## src/rtl/cpu_pkg.sv

```systemverilog
// Shared CPU definitions: RAM2 arbiter state encoding, the IF/ID NOP opcode
// and default bus widths.
package cpu_pkg;

   localparam int ADDR_W_DEF = 18;
   localparam int DATA_W_DEF = 16;

   localparam logic [15:0] NOP_INSTR = 16'h0800;

   localparam logic [2:0] ST_FETCH  = 3'd0;
   localparam logic [2:0] ST_DREAD  = 3'd1;
   localparam logic [2:0] ST_WSETUP = 3'd2;
   localparam logic [2:0] ST_WPULSE = 3'd3;
   localparam logic [2:0] ST_WHOLD  = 3'd4;

   typedef enum logic [2:0] {
      FETCH  = ST_FETCH,
      DREAD  = ST_DREAD,
      WSETUP = ST_WSETUP,
      WPULSE = ST_WPULSE,
      WHOLD  = ST_WHOLD
   } arb_state_e;

endpackage

```

## src/rtl/sat_counter16.sv

```systemverilog
// 16-bit up counter with enable that sticks at 0xFFFF instead of wrapping.
module sat_counter16 (
   input  logic        pci_clk,
   input  logic        pci_rst,
   input  logic        en,
   output logic [15:0] count
);

   logic [15:0] count_q;
   logic [15:0] count_d;

   always_comb begin
      count_d = count_q;
      if (en && (count_q != 16'hFFFF)) begin
         count_d = count_q + 16'd1;
      end
   end

   always_ff @(posedge pci_clk or negedge pci_rst) begin
      if (!pci_rst) begin
         count_q <= 16'h0000;
      end else begin
         count_q <= count_d;
      end
   end

   assign count = count_q;

endmodule

```

## src/rtl/ram2_arbiter.sv

```systemverilog
// RAM2 port sequencer: instruction fetch by default, data accesses from MEM
// take the port, freeze the PC and bubble IF/ID for a fixed-length sequence.
module ram2_arbiter
   import cpu_pkg::*;
#(
   parameter int ADDR_W = ADDR_W_DEF,
   parameter int DATA_W = DATA_W_DEF
) (
   input  logic              pci_clk,
   input  logic              pci_rst,
   input  logic [15:0]       if_addr,
   output logic [DATA_W-1:0] if_instr,
   output logic              pc_en,
   output logic              ifid_bubble,
   input  logic              mem_req,
   input  logic              mem_we,
   input  logic [15:0]       mem_addr,
   input  logic [DATA_W-1:0] mem_wdata,
   output logic [DATA_W-1:0] mem_rdata,
   output logic              mem_done,
   output logic [ADDR_W-1:0] ram2_addr,
   input  logic [DATA_W-1:0] ram2_din,
   output logic [DATA_W-1:0] ram2_dout,
   output logic              ram2_drive,
   output logic              ram2_en_n,
   output logic              ram2_oe_n,
   output logic              ram2_we_n,
   output logic [15:0]       stall_cnt
);

   arb_state_e        state_q, state_d;
   logic [15:0]       addr_q, addr_d;
   logic [DATA_W-1:0] wdata_q, wdata_d;
   logic [DATA_W-1:0] rdata_q, rdata_d;
   logic              accept;

   // Gated by reset so the PC stays enabled while the block is held in reset.
   assign accept = (state_q == FETCH) && mem_req && pci_rst;

   always_comb begin
      state_d = state_q;
      addr_d  = addr_q;
      wdata_d = wdata_q;
      rdata_d = rdata_q;
      case (state_q)
         FETCH: begin
            if (mem_req) begin
               addr_d  = mem_addr;
               wdata_d = mem_wdata;
               state_d = mem_we ? WSETUP : DREAD;
            end
         end
         DREAD: begin
            rdata_d = ram2_din;
            state_d = FETCH;
         end
         WSETUP:  state_d = WPULSE;
         WPULSE:  state_d = WHOLD;
         WHOLD:   state_d = FETCH;
         default: state_d = FETCH;
      endcase
   end

   always_ff @(posedge pci_clk or negedge pci_rst) begin
      if (!pci_rst) begin
         state_q <= FETCH;
         addr_q  <= 16'h0000;
         wdata_q <= '0;
         rdata_q <= '0;
      end else begin
         state_q <= state_d;
         addr_q  <= addr_d;
         wdata_q <= wdata_d;
         rdata_q <= rdata_d;
      end
   end

   // Strobes and done come from state_q alone so input changes cannot glitch them.
   always_comb begin
      ram2_addr  = ADDR_W'(if_addr);
      ram2_en_n  = 1'b0;
      ram2_oe_n  = 1'b0;
      ram2_we_n  = 1'b1;
      ram2_drive = 1'b0;
      mem_done   = 1'b0;
      mem_rdata  = rdata_q;
      case (state_q)
         DREAD: begin
            ram2_addr = ADDR_W'(addr_q);
            mem_rdata = ram2_din;
            mem_done  = 1'b1;
         end
         WSETUP: begin
            ram2_addr  = ADDR_W'(addr_q);
            ram2_oe_n  = 1'b1;
            ram2_drive = 1'b1;
         end
         WPULSE: begin
            ram2_addr  = ADDR_W'(addr_q);
            ram2_oe_n  = 1'b1;
            ram2_we_n  = 1'b0;
            ram2_drive = 1'b1;
         end
         WHOLD: begin
            ram2_addr  = ADDR_W'(addr_q);
            ram2_oe_n  = 1'b1;
            ram2_drive = 1'b1;
            mem_done   = 1'b1;
         end
         default: ;
      endcase
   end

   assign pc_en       = (state_q == FETCH) && !accept;
   assign ifid_bubble = !pc_en;
   assign if_instr    = ram2_din;
   assign ram2_dout   = wdata_q;

   sat_counter16 u_stall_cnt (
      .pci_clk (pci_clk),
      .pci_rst (pci_rst),
      .en      (!pc_en),
      .count   (stall_cnt)
   );

endmodule

```

## config.mk

```make
export PLATFORM = sky130hd
export DESIGN_NAME = ram2_arbiter
export DESIGN_NICKNAME = d
export VERILOG_FILES = /design/src/rtl/cpu_pkg.sv /design/src/rtl/sat_counter16.sv /design/src/rtl/ram2_arbiter.sv
export SDC_FILE = /design/constraint.sdc
export NUM_CORES = 1
export LEC_CHECK = 0
export ABC_AREA = 1
export BUFFER_PORTS_ARGS = -buffer_cell sky130_fd_sc_hd__buf_2
export CAP_MARGIN = 20
export CORE_UTILIZATION = 52
export CTS_CLUSTER_DIAMETER = 40
export DETAILED_ROUTE_END_ITERATION = 6
export GPL_TIMING_DRIVEN = 0
export PLACE_DENSITY = 0.84
export REMOVE_ABC_BUFFERS = 1
export SYNTH_ARGS = -nofsm -noshare
export SYNTH_HDL_FRONTEND = slang
export SYNTH_HIERARCHICAL = 1
export SYNTH_SLANG_ARGS = --single-unit
```

## constraint.sdc

```tcl
create_clock -name pci_clk -period 3.6 [get_ports pci_clk]
set_input_delay 0 -clock pci_clk [delete_from_list [all_inputs] [get_ports pci_clk]]
set_output_delay 0 -clock pci_clk [all_outputs]
set_load 0.1 [all_outputs]
```

== After elaboration in Yosys (flattened, before gate mapping) ==
Index checks and enable logic that the tools add are counted.

* Logic and storage cells: 31
* Register bits after elaboration: 67
* Output and inout port bits: 89

* $add $sub $neg: 1
* Equality and inequality tests: 6
* Multiplexer cells: 8
* Reductions and logical operators: 11

{| class="wikitable"
|+ Operator list
! operator !! count
|-
| 2-to-1 mux 16 bit || 2
|-
| adder 16 x 1 -> 16 bit (second input constant) || 1
|-
| != test 16 bit (second input constant) || 1
|-
| one-hot mux 3 bit (3 select lines) || 1
|-
| == test 3 x 2 -> 1 bit (second input constant) || 2
|-
| logical AND 1 bit || 4
|-
| OR reduction 4 bit || 1
|-
| == test 3 x 1 -> 1 bit (second input constant) || 1
|-
| == test 3 bit (second input constant) || 1
|-
| logical NOT 3 bit || 1
|-
| 2-to-1 mux 1 bit || 3
|-
| 2-to-1 mux 3 bit || 1
|-
| OR reduction 3 bit || 1
|-
| logical NOT 1 bit || 2
|-
| 2-to-1 mux 2 bit || 1
|-
| != test 2 bit (second input constant) || 1
|-
| AND reduction 2 bit || 1
|-
| OR reduction 2 bit || 1
|}

== Logic depth before layout (Yosys ltp) ==
* Depth in word-level cells: 7
* Mapped depth: 10
* Depth with buffers taken out: 10

== Cells and area by module ==
Netlist, hierarchy kept.

{| class="wikitable"
|+ By module, submodules not included
! module !! seq. area each (um^2) !! cells each !! times used !! area an instance (um^2)
|-
| ram2_arbiter || 1,276.2 || 307 || 1 || 2,571.2
|-
| sat_counter16 || 400.4 || 149 || 1 || 1,058.5
|}

== Worst setup path after synthesis ==
OpenSTA, ideal clock, no wires.

* Path type: flip-flop to flip-flop
* From: reg state_q[2]
* To: reg rdata_q[10]
* Required time: 3.247 ns
* Setup time: 0.353 ns
* Period minus slack after synthesis: 3.361 ns
* Cell stages (with the launch flop): 5
* Setup slack: 0.239 ns
* Data arrival time: 3.008 ns
* Cell sequence: dfrtp_1 > inv_2 > nand3b_4 > clkbuf_1 > o21ai_0

* Cells in the longest elaborated chain, start to end: 2

{| class="wikitable"
|+ Ends and longest elaborated chain
! element !! line !! source
|-
| start, declared || ram2_arbiter.sv:31 || <nowiki>arb_state_e state_q, state_d;</nowiki>
|-
| start signal, assigned || ram2_arbiter.sv:71 || <nowiki>state_q <= state_d;</nowiki>
|-
| == test 3 x 1 -> 1 bit || -- ||
|-
| 2-to-1 mux 16 bit || -- ||
|-
| via mem_rdata[10] || ram2_arbiter.sv:19 || <nowiki>output logic [DATA_W-1:0] mem_rdata,</nowiki>
|-
| end signal, assigned || ram2_arbiter.sv:74 || <nowiki>rdata_q <= rdata_d;</nowiki>
|-
| end, declared || ram2_arbiter.sv:34 || <nowiki>logic [DATA_W-1:0] rdata_q, rdata_d;</nowiki>
|}

The timed path passes the listed nets, and every way through them passes these cells.
A chain may end at the register's enable or synchronous reset.

== Worst setup path in the final report ==
* From: reg state_q[2]
* To: out ram2_addr[1]

* Cells in the longest elaborated chain, start to end: 3
* Elaborated cells between the ends (all ways): 6

{| class="wikitable"
|+ Ends and longest elaborated chain
! element !! line !! source
|-
| == test 3 x 2 -> 1 bit (tied with other cells) || ram2_arbiter.sv:87 || <nowiki>case (state_q)</nowiki>
|-
| OR reduction 4 bit (no line) * || -- ||
|-
| 2-to-1 mux 16 bit * || ram2_arbiter.sv:87 ||
|-
| end, declared || ram2_arbiter.sv:21 || <nowiki>output logic [ADDR_W-1:0] ram2_addr,</nowiki>
|}

Mark *: on every way between the ends. The rest lies on a longest branch, timed or not.

==> reports/metrics.yaml <==
run_status:
  status: "finished, final reports clean"
hold_path:
  worst_hold_path_type: "input port to async pin"
global_route:
  grt_max_degree: 69
  via_count_of_the_first_global_routing_pass: 3664
  gr-usage-all-layers: 0.299
  antenna_found_initial: 0
  global_route.overflow_total: 0
  grt_pass1_wl_um: 16900
clock_tree:
  clkTransAtPathRegs_ns: 0.07
  ctsRootBufferMaster: "clkbuf_8"
  clk_latency_ns: 0.33
  cts_made_buffers: 9
  cts_htree_levels: 3
  cts_tree: "yes"
  maximum_number_of_buffers_from_clock_root_to_sink: 2
  clock_sink_count: 67
sta:
  fin_crit_sh: 0.663
  post_route_minimum_period_ns: 2.39
  rsz0062_at_grt: "false"
  timing_worst_slew_pin_value_ns: 0.965
  final_max_slew_viol_count: 0
  relative_slew_slack: 0.356
  timing.setup.tns_ns: 0
  hold_viol: 0
  max_freq_mhz: 419
  finalClockSkew_ns: 0.0138
  final-setup-viol-count: 0
final_layout:
  multi_input_combinational_cell_area_sq_um: 1530
  final.fill_count: 482
  sequential_cell_area_sq_um: 1680
  n_antenna_cell: 0
  layout-area-overhead-vs-synth_pct: 36.1
  fin_nets: 704
  share_of_cells_above_drive_strength_1: 0.309
  utilization_after_layout: 0.731
synth:
  synth.area.top_cells: "dfrtp_1 (46%), nand2_1 (18%), o21ai_0 (7.7%), buf_4 (4.3%), nand4_1 (3.6%)"
  synth_top_cell_area_share: 0.462
  synth-seq-area-share: 0.462
  ys_ff_latch: 67
  yosysWarningCount: 6
  ys_types: 28
  synth.largest_area_cell: "dfrtp_1"
  post_synth_instance_area_sq_um: 3630
  synth_area_per_cell_sq_um: 7.96
  cell_count_after_synthesis: 456
worst_setup_path:
  cp-start-kind: "flip-flop"
  cp_data_required_time_ns: 3.60
  worst_path_max_delay_cell: "nand3b_4"
  buffers_inverters_on_critical_path: 2
  r2r_start: "state_q[1]"
  regToRegEndpoint: "state_q[1]"
  crit_chain: "inv_2, nand3b_4, nand3_4, nand2_1, nand2_1, buf_2"
  worst-setup-path-type: "flip-flop to output pin"
  setup_slack_of_the_worst_register_to_register_path_ns: 1.82
  timing.critical_path.fanout_max: 50
  cpMostUsedCell: "nand2_1"
  max_stage_delay_ns: 0.44
  critical_path_arrival_ns: 2.39
  cp_top_family: "simple AND/OR/NAND/NOR gates"
  r2r_cells: 5
  timing.critical_path.to_type: "output pin"
drt:
  detail_route.drc_violations: 0
  vias: 3826
  drt_pre_antenna_iters: 7
  routedWlPerCell_um: 14.7
  detail_route.vias_per_cell: 5.31
  finalWirelength_um: 10600
  drt.antenna.violating_nets: 0
  initialDrtViolationCount: 202
die:
  die_y_um: 85.5
  initial_core_util: 0.537
  num_rows: 30
  chipWidth_um: 85.5
  design.die.area_sq_um: 7320
  io-pin-count: 157
  design.core.area_sq_um: 6760
run:
  maxCapViolations: 0
placed_design:
  dp_hpwl_um: 5950
  place_congestion: 0.832
  buffer_ports.inserted: 153
-- what timing repair did --
action | CTS | global route
buffers inserted | 0 | 0
endpoints found under the hold margin | 117 | 0
hold buffers | 52 | 0
resized for setup | 0 | 0
-- sequential cells by signal, indices dropped and copies added (netlist names) --
register           flops
u_stall_cnt/count     16
addr_q                16
rdata_q               16
state_q                3
ram2_dout             16
-- synthesized netlist by cell type --
cell / count
conb_1: 1
buf_8: 1
dfrtp_1: 67
clkbuf_1: 4
nor2_1: 16
nand3_4: 1
inv_1: 34
clkbuf_2: 3
a21oi_1: 1
ha_1: 1
nand4_1: 21
nand3b_4: 1
nand2_2: 13
nand2_1: 172
nor2_4: 5
o21ai_0: 56
buf_4: 21
nor2_8: 1
nand3_1: 11
o21ai_2: 2
nand2_4: 2
xnor2_1: 5
buf_6: 7
xor2_1: 1
nor2_2: 3
buf_2: 3
inv_2: 2
nand4_4: 1
-- worst max-delay path by stage --
| stage | from | to | slack [ns] | cells after the start |
|---|---|---|---|---|
| floorplan | state_q[2] | rdata_q[0] | 0.09 | 3 |
| global placement | pci_rst | u_stall_cnt/count[9] | 1.31 | 6 |
| detailed placement | state_q[2] | ram2_addr[10] | 1.63 | 6 |
| CTS | state_q[2] | ram2_addr[10] | 1.25 | 6 |
| global route | state_q[2] | ram2_addr[1] | 1.04 | 6 |
| finish | state_q[2] | ram2_addr[1] | 1.21 | 6 |
-- cell type report --
cell class	count	share of cell area
Multi-Input combinational cell	316	0.310
Clock inverter	5	0.0157
Tap cell	80	0.0203
Timing Repair Buffer	205	0.261
Inverter	36	0.0274
Sequential cell	67	0.339
Clock buffer	11	0.0266
-- layout by cell type (no fill, tap or decap), types with 2 or more instances in the layout --
cell           Yosys  layout
buf_2              3     152
clkbuf_8           0       9
bufinv_16          0       2
nand2_2           13      13
xnor2_1            5       5
nor2_2             3       3
dlygate4sd3_1      0      52
clkbuf_1           4       2
o21ai_0           56      56
inv_2              2       2
nand2_1          172     172
nand4_1           21      21
conb_1             1       3
nor2_4             5       5
clkinv_2           0       2
nand3_1           11      11
nor2_1            16      16
inv_1             34      34
nand2_4            2       2
o21ai_2            2       2
dfrtp_1           67      67
-- metal layers --
layer,routed length [um],track usage,part of all wire,vias up
met2,5490,0.540,0.52,208
met5,0,0,0,-
met4,277,0.132,0.026,0
met1,3980,0.341,0.38,1808
met3,811,0.0635,0.077,32
li1,-,-,-,1778
-- cells by family (layout without fill, tap and decap cells) --
logic type                 count (synthesis)  after routing  synth area share
DFF                                       67             67             0.462
other                                      1              3           0.00103
buffers and inverters                     75            257             0.119
AOI/OAI and AO/OA                         59             59            0.0834
and+or+nand+nor                          247            247             0.317
adders and majority gates                  1              1           0.00345
xor gates and xnor gates                   6              6            0.0145
-- metrics by stage --
step	cell area [sq um]	setup WS, ns	hold WS (ns)	instances
5_1_grt	4940	1.04	0.398	720
2_1_floorplan	3340	0.0934	-0.296	419
6_report	4940	1.21	0.338	720
4_1_cts	4940	1.25	0.337	720
3_3_place_gp	4210	1.31	0.200	652
3_5_place_dp	4210	1.63	0.167	652
Power is left out: the tool's default activity adds up to more than one toggle a clock period on the data nets, which glitch-free logic cannot reach.
